## config.mk

```make
export PLATFORM = sky130hd
export DESIGN_NAME = fir_requant_fifo
export DESIGN_NICKNAME = d
export VERILOG_FILES = /design/src/rtl/fir_requant_fifo.sv
export SDC_FILE = /design/constraint.sdc
export NUM_CORES = 1
export LEC_CHECK = 0
export CORE_UTILIZATION = 30
export CTS_CLUSTER_DIAMETER = 80
export DETAILED_ROUTE_END_ITERATION = 6
export PLACE_DENSITY_LB_ADDON = 0.15
export SYNTH_ARGS = -nofsm -noshare
export SYNTH_HDL_FRONTEND = slang
export SYNTH_SLANG_ARGS = --single-unit
export TNS_END_PERCENT = 10
```

## constraint.sdc

```tcl
create_clock -name clk -period 3.1 [get_ports clk]
set_input_delay 0.31 -clock clk [delete_from_list [all_inputs] [get_ports clk]]
set_output_delay 0.31 -clock clk [all_outputs]
set_load 0.005 [all_outputs]
```

## src/rtl/fir_requant_fifo.sv

```systemverilog
// FIR output stage: decimate, requantize 2N -> N bits (round half up, saturate), buffer in a FIFO.
// Optional saturation counter enabled by defining FIR_RQ_SATCNT_EN.
module fir_requant_fifo #(
    parameter int unsigned N     = 16,
    parameter int unsigned SHW   = 5,
    parameter int unsigned DW    = 8,
    parameter int unsigned DEPTH = 4
) (
    input  logic                   clk,
    input  logic                   rst,
    input  logic                   ena,
    input  logic [2*N-1:0]         y_in,
    input  logic [SHW-1:0]         shift,
    input  logic [DW-1:0]          decim,
    input  logic                   clr,
    output logic [N-1:0]           out_data,
    output logic                   out_valid,
    input  logic                   out_ready,
    output logic [$clog2(DEPTH):0] level,
    output logic                   sat,
    output logic                   ovf
`ifdef FIR_RQ_SATCNT_EN
    ,
    output logic [15:0]            sat_cnt
`endif
);

    localparam int unsigned AW = $clog2(DEPTH);
    localparam logic [AW:0] FULL_LVL = (AW+1)'(DEPTH);
    localparam logic signed [2*N:0] ONE = (2*N+1)'(1);
    localparam logic signed [2*N:0] SAT_HI = (2*N+1)'((1 << (N-1)) - 1);
    localparam logic signed [2*N:0] SAT_LO = ~SAT_HI;

    // Decimation phase
    logic [DW-1:0] cnt_q;
    logic          kept;

    assign kept = ena && (cnt_q == '0);

    always_ff @(posedge clk or negedge rst) begin
        if (!rst) begin
            cnt_q <= '0;
        end else if (ena) begin
            cnt_q <= (cnt_q >= decim) ? '0 : cnt_q + 1'b1;
        end
    end

    // Stage 1: round and shift in 2N+1 bits so the rounding add cannot wrap
    logic signed [2*N:0] rnd, sum, r_d, r_q;
    logic                v1_q;

    always_comb begin
        rnd = (shift == '0) ? '0 : (ONE << (shift - 1'b1));
        sum = $signed({y_in[2*N-1], y_in}) + rnd;
        r_d = sum >>> shift;
    end

    always_ff @(posedge clk or negedge rst) begin
        if (!rst) begin
            v1_q <= 1'b0;
            r_q  <= '0;
        end else begin
            v1_q <= kept;
            if (kept) begin
                r_q <= r_d;
            end
        end
    end

    // Stage 2: saturate; the result is the FIFO write-port register
    logic [N-1:0] w_d, w_q;
    logic         v2_q;
    logic         sat_hit;

    always_comb begin
        w_d = r_q[N-1:0];
        if (r_q > SAT_HI) begin
            w_d = {1'b0, {(N-1){1'b1}}};
        end else if (r_q < SAT_LO) begin
            w_d = {1'b1, {(N-1){1'b0}}};
        end
    end

    assign sat_hit = v1_q && ((r_q > SAT_HI) || (r_q < SAT_LO));

    always_ff @(posedge clk or negedge rst) begin
        if (!rst) begin
            v2_q <= 1'b0;
            w_q  <= '0;
        end else begin
            v2_q <= v1_q;
            if (v1_q) begin
                w_q <= w_d;
            end
        end
    end

    // FIFO
    logic [N-1:0]  mem [DEPTH];
    logic [AW-1:0] wr_ptr_q, rd_ptr_q, rd_nxt;
    logic [AW:0]   level_q;
    logic [N-1:0]  head_d, head_q;
    logic          rd, wr, full, drop;

    assign out_valid = (level_q != '0);
    assign full      = (level_q == FULL_LVL);
    assign rd        = out_valid && out_ready;
    assign wr        = v2_q && (!full || rd);
    assign drop      = v2_q && full && !rd;
    assign rd_nxt    = rd_ptr_q + 1'b1;

    always_ff @(posedge clk) begin
        if (wr) begin
            mem[wr_ptr_q] <= w_q;
        end
    end

    // Registered head: follows the entry that will be at rd_ptr after this edge
    always_comb begin
        head_d = head_q;
        if (level_q == '0) begin
            if (wr) head_d = w_q;
        end else if (rd) begin
            if (level_q == (AW+1)'(1)) begin
                if (wr) head_d = w_q;
            end else begin
                head_d = mem[rd_nxt];
            end
        end
    end

    always_ff @(posedge clk or negedge rst) begin
        if (!rst) begin
            wr_ptr_q <= '0;
            rd_ptr_q <= '0;
            level_q  <= '0;
            head_q   <= '0;
        end else begin
            head_q <= head_d;
            if (wr) wr_ptr_q <= wr_ptr_q + 1'b1;
            if (rd) rd_ptr_q <= rd_nxt;
            if (wr && !rd) begin
                level_q <= level_q + 1'b1;
            end else if (rd && !wr) begin
                level_q <= level_q - 1'b1;
            end
        end
    end

    assign out_data = head_q;
    assign level    = level_q;

    // Sticky flags: a new event in the clear cycle wins
    logic sat_q, ovf_q;

    always_ff @(posedge clk or negedge rst) begin
        if (!rst) begin
            sat_q <= 1'b0;
            ovf_q <= 1'b0;
        end else begin
            sat_q <= (sat_q && !clr) || sat_hit;
            ovf_q <= (ovf_q && !clr) || drop;
        end
    end

    assign sat = sat_q;
    assign ovf = ovf_q;

`ifdef FIR_RQ_SATCNT_EN
    logic [15:0] sat_cnt_q;

    always_ff @(posedge clk or negedge rst) begin
        if (!rst) begin
            sat_cnt_q <= '0;
        end else if (clr) begin
            sat_cnt_q <= {15'd0, sat_hit};
        end else if (sat_hit && (sat_cnt_q != 16'hFFFF)) begin
            sat_cnt_q <= sat_cnt_q + 16'd1;
        end
    end

    assign sat_cnt = sat_cnt_q;
`endif

endmodule

```

# [Word level (Yosys, flattened, before mapping)]
# Memory sizes are Yosys's and may differ from the RTL's.
# Cells that the tools add are included.
[totals] n_memories=1 input_bits=50 regBits=84 ramBits=64 output_inout_bits=22 wordCells=62
[classes] addsub=7 n_shift=2 reduce_logical=24 n_eq_ne=2 n_lt_le_gt_ge=3 mux=12
[mem_list] memory="mem" depth=4 word_bits=16 read_ports=1 rd_clocked_by_memory_dff=0 wr=1 line_no="99" rtl="logic [N-1:0] mem [DEPTH];"
[ops] cell="two-way mux 16 bit" count=6
[ops] cell="adder 32 x 33 -> 33 bit" count=1
[ops] cell="> comparator 33 x 16 -> 1 bit, second input constant" count=1
[ops] cell="less-than comparator 33 x 16 -> 1 bit, second input constant" count=1
[ops] cell="two-way mux 33 bit" count=1
[ops] cell="left shift 1 x 5 -> 33 bit, first input constant" count=1
[ops] cell=">>> shifter 33 x 5 -> 33 bit" count=1
[ops] cell="logical AND 1 bit" count=10
[ops] cell="adder 8 x 1 -> 8 bit, second input constant" count=1
[ops] cell=">= comparator 8 bit" count=1
[ops] cell="logical NOT 8 bit" count=1
[ops] cell="two-way mux 8 bit" count=1
[ops] cell="two-way mux 3 bit" count=2
[ops] cell="logical NOT 5 bit" count=1
[ops] cell="subtractor 5 x 1 -> 5 bit, second input constant" count=1
[ops] cell="adder 2 x 1 -> 2 bit, second input constant" count=2
[ops] cell="logical NOT 1 bit" count=4
[ops] cell="logical OR 1 bit" count=4
[ops] cell="nonzero test 2 bit" count=2
[ops] cell="adder 3 x 1 -> 3 bit, second input constant" count=1
[ops] cell="== test 3 x 1 -> 1 bit, second input constant" count=1
[ops] cell="== test 3 bit, second input constant" count=1
[ops] cell="logical NOT 3 bit" count=1
[ops] cell="nonzero test 3 bit" count=1
[ops] cell="2 further kinds" count=3

# [Logic depth before layout (Yosys ltp)]
# Gate-level depths: netlist of run 1.
[depth] ltp_word=8 mapped_depth=19 ltp_nobuf=15

# [Worst setup path before layout of run 1]
# Ideal clock, no wire load.
[synth_path] path_type="input to register" startpoint="in shift[0]" endpoint="reg r_q[7]" setup_ns=0.126 stages=17 arrival_ns=4.257 path_slack_ns=-1.283 required_ns=2.974 n_path_buf=5 path_cell_list="clkbuf_1 clkbuf_1 clkbuf_1 buf_1 nor3_1 ha_1 buf_2 nand4_1 o221a_2 o31a_2 o211a_4 a211oi_2 mux2_2 mux2_2 a31oi_1 o21ai_1 o32a_1"
[synth_via] elab_chain_len=5 elab_cells_between_ends=6
[synth_rtl] item="from (decl)" line_no="13" rtl="input logic [SHW-1:0] shift,"
[synth_rtl] item="subtractor 5 x 1 -> 5 bit" line_no="53" rtl="rnd = (shift == '0) ? '0 : (ONE << (shift - 1'b1));"
[synth_rtl] item="left shift 1 x 5 -> 33 bit" line_no="53"
[synth_rtl] item="two-way mux 33 bit" line_no="53"
[synth_rtl] item="adder 32 x 33 -> 33 bit" line_no="54" rtl="sum = $signed({y_in[2*N-1], y_in}) + rnd;"
[synth_rtl] item=">>> shifter 33 x 5 -> 33 bit (*)" line_no="55" rtl="r_d = sum >>> shift;"
[synth_rtl] item="to (signal assigned)" line_no="65" rtl="r_q <= r_d;"
[synth_rtl] item="to (decl)" line_no="49" rtl="logic signed [2*N:0] rnd, sum, r_d, r_q;"
# Mark *: on every way between the ends. The rest lies on a longest branch, timed or not.
# A chain may end at the register's enable or synchronous reset.

# [Final worst setup path of run 1]
[layout_path] startpoint="in shift[2]" endpoint="reg r_q[0]"
# The elaborated chain is that of the path after synthesis.

==> results.yml, run 1 <==
sta:
  tns_ps: -9309
  period_needed_ps: 3478
  final_max_slew_viol_count: 0
  hold_viol: 0
  max_freq_ghz: 0.2876
  setup_viol_count_final: 32
  postLayoutSetupSlackWorst_ps: -377.5
  tightest_slew_ps: 982.0
  rsz0062_at_grt: "true"
  post-route-period-util_pct: 112.2
  finClkSkew_ps: 14.59
  max-slew-margin-rel_pct: 34.29
job:
  maxCapViolCount: 0
cts:
  tritoncts: "done"
  clkTransAtPathRegs_ps: 70
  clk_latency_ps: 420
  clock_path_buffers: 2
  root_buffer: "clkbuf_16"
  cts_buffers: 17
  htree_num_levels: 4
  cts.sinks: 148
setup_path:
  worst-r2r-cell-count: 12
  worstSetupPathType: "input port to register"
  crit_path_end_kind: "register"
  crit_chain: "buf_4, inv_4, nand2_2, buf_8, nor3_2, ha_1, nand2_2, or3_4, o32a_1, a31oi_1, buf_4, mux2i_1, a211oi_2, buf_4, nand2_2, buf_4, nand2_1, mux2_4, a311oi_2"
  crit_fanout: 8
  cp-start-kind: "input port"
  cpMostUsedCell: "buf_4"
  cpMaxStageDelayCell: "o32a_1"
  max_stage_delay_ps: 430
  crit_arrival_ps: 3800
  critPathRequiredTime_ps: 3420
power:
  p_leak_uw: 0.006291
  switching_power_uw: 3033
  p_int_uw: 5364
  combinationalPowerShare_pct: 37.7
  netSwitchingFraction_pct: 36.12
  powerDensity_nw_per_um2: 548.4
  peakVddDrop_v: 0.0004707
  clockPowerShare_pct: 24.2
  power_frac_seq_pct: 38.2
layout:
  num_antenna_cells: 0
  nets: 1571
  drive_above_1_share_pct: 33.94
  synthToLayoutAreaGrowth_pct: 44.00
  mostFrequentLayoutCells: "buf_4 (260), nor2_1 (115), nand2_1 (106), a21oi_1 (105), dfrtp_1 (84)"
  finish.instance_area_um2: 15310
  final_common_cell: "buf_4"
die:
  die_w_um: 190.3
  core_um2: 34710
  pin_count: 72
  num_rows: 68
  design.die.area_um2: 36200
  die_y_um: 190.3
  start_util_pct: 30.63
status:
  outcome: "complete, but fails checks"
  failed_checks: "setup timing"
drt:
  dr_total_vias: 10370
  ant_nets: 0
  totalWireLength_mm: 37.83
  detail_route.iter0.violations: 637
  via_per_inst: 5.352
  drt_first_pass_iters: 5
  wire_per_inst_um: 19.53
  drc: 0
logic_synthesis:
  synth_top_area_share_pct: 19.77
  synth_top_area_cell: "dfrtp_1"
  synthArstFlopShare_pct: 56.76
  synthDistinctLibCells: 86
  ys_seq_elements: 148
  synth_area_um2: 10630
  synth_nets: 1271
  ys_top_cells_by_area: "dfrtp_1 (20%), edfxtp_1 (18%), ha_1 (6.0%)"
  synth_warnings: 0
  synthFlopType: "dfrtp_1"
  syn_inst: 1169
  synth-edff-count: 64
  seq_area_frac_synth_pct: 37.84
  avgSynthCellArea_um2: 9.096
placed_design:
  dp_hpwl_mm: 28.58
  placed_area_um2: 13560
  place.gp.congestion: 0.9558
  port_buffers: 71
grt:
  grt_pass1_vias: 10520
  grt_overflow: 0
  antenna_found_initial: 0
  grt_pass1_wl_mm: 59.19
  grt_max_degree: 75
  grt.total_usage_pct: 21.10
worst_hold_path:
  min_path_type: "input port to async pin"
## power groups by stage
stage | Clock, uW | Combinational, uW | Sequential (uW)
finish | 2030 | 3160 | 3200
global route | 2150 | 3520 | 3280
floorplan | 0 | 1880 | 3010
global placement | 0 | 2960 | 3220
CTS | 2080 | 3110 | 3200
detailed placement | 0 | 2980 | 3230
## path summary, 6_finish.rpt
path                          start        to  slack, ps
setup / recovery           shift[2]    r_q[0]       -380
hold / removal                  rst  cnt_q[6]        270
setup reg to reg           cnt_q[0]  cnt_q[4]        440
hold reg to reg              r_q[5]    r_q[5]        510
max in group asynchronous       rst   w_q[13]       2160
min in group clk           shift[4]   r_q[19]        500
## state kept, by name, summed over array words and instances, names as in the netlist
signal,flops
mem,64
r_q,33
out_data,16
w_q,16
cnt_q,8
level,3
rd_ptr_q,2
wr_ptr_q,2
ovf,1
sat,1
v1_q,1
v2_q,1
## stage by stage
stage	setup slack, ps	hold slack [ps]	std cells	util (%)	power [uW]
after global routing	-497.8	271.9	1937	44.11	8942
final	-377.5	265.4	1937	44.11	8397
after detailed placement	-1813	166.6	1871	39.08	6211
after global placement	-1834	166.9	1871	39.08	6182
after floorplan	-632.3	14.41	1169	-	4883
after CTS	-409.2	258.6	1926	42.80	8386
## final cells by class
type                    instances  area (um^2)
clock buffers                  18        429.2
inverters                      32        127.6
clock inverters                14        138.9
fillers                      3478        19400
multi-input cells             916         7049
flip-flops and latches        148         4024
well taps                     455        569.3
repair buffers                354         2973
## cell usage after synthesis, types with 8 or more instances
cell type	number
o22ai_1	32
clkbuf_1	54
nor4_1	9
o21ai_0	47
xnor2_1	20
nor2b_1	8
nand2_1	119
a31oi_1	12
buf_2	11
nand2b_1	9
nor3_1	22
or3_1	8
nand3_1	22
o21ai_1	9
ha_1	51
nor2_1	133
a21oi_1	124
a211oi_1	8
a221oi_1	9
mux2_2	13
xor2_1	14
o21a_1	20
a21o_1	17
dfrtp_1	84
inv_1	28
o211ai_1	12
nand4_1	19
mux4_2	17
mux2i_1	29
edfxtp_1	64
## critical path: cells and delay by family
| kind | cells | cell delay, ps |
|---|---|---|
| compound gates | 4 | 950 |
| mux | 2 | 530 |
| fa+ha+maj | 1 | 210 |
| buf+inv | 6 | 880 |
| simple gates | 6 | 920 |
## metal layers
metal  track usage, %  up-vias  part of all wire (%)
met5                0        -                     0
met4            8.092        0                   3.4
met3            2.429       65                   3.2
met2            35.16      228                    47
met1            27.93     5052                    46
li1                 -     5021                     -
## what timing repair did
action                                  in CTS  in global routing
pin swaps                                   52                 51
buffers inserted                            23                 11
hold endpoints to repair                    10                  0
gates resized for setup                    147                 79
endpoints found under the setup margin      33                 33
hold buffers                                 1                  0
## kinds of logic (layout without fill, tap and decap cells)
kind of cell / count (synthesis) / in the layout / synth area share [%]
AOI/OAI and AO/OA: 388 / 388 / 24.70
and+or+nand+nor: 377 / 377 / 16.00
DFF: 148 / 148 / 37.84
buffers and inverters: 105 / 418 / 3.907
muxes: 63 / 63 / 8.261
adders and majority gates: 52 / 52 / 6.190
xor gates and xnor gates: 35 / 35 / 3.060
other: 1 / 1 / 0.03527
(Power assumes the default switching activity.)
==> inputs of run 2 (changes only) <==
- CTS_CLUSTER_DIAMETER: 80 -> 150
==> results of run 2 <==
No change in the layout: final DEF, timing and power equal those of run 1.
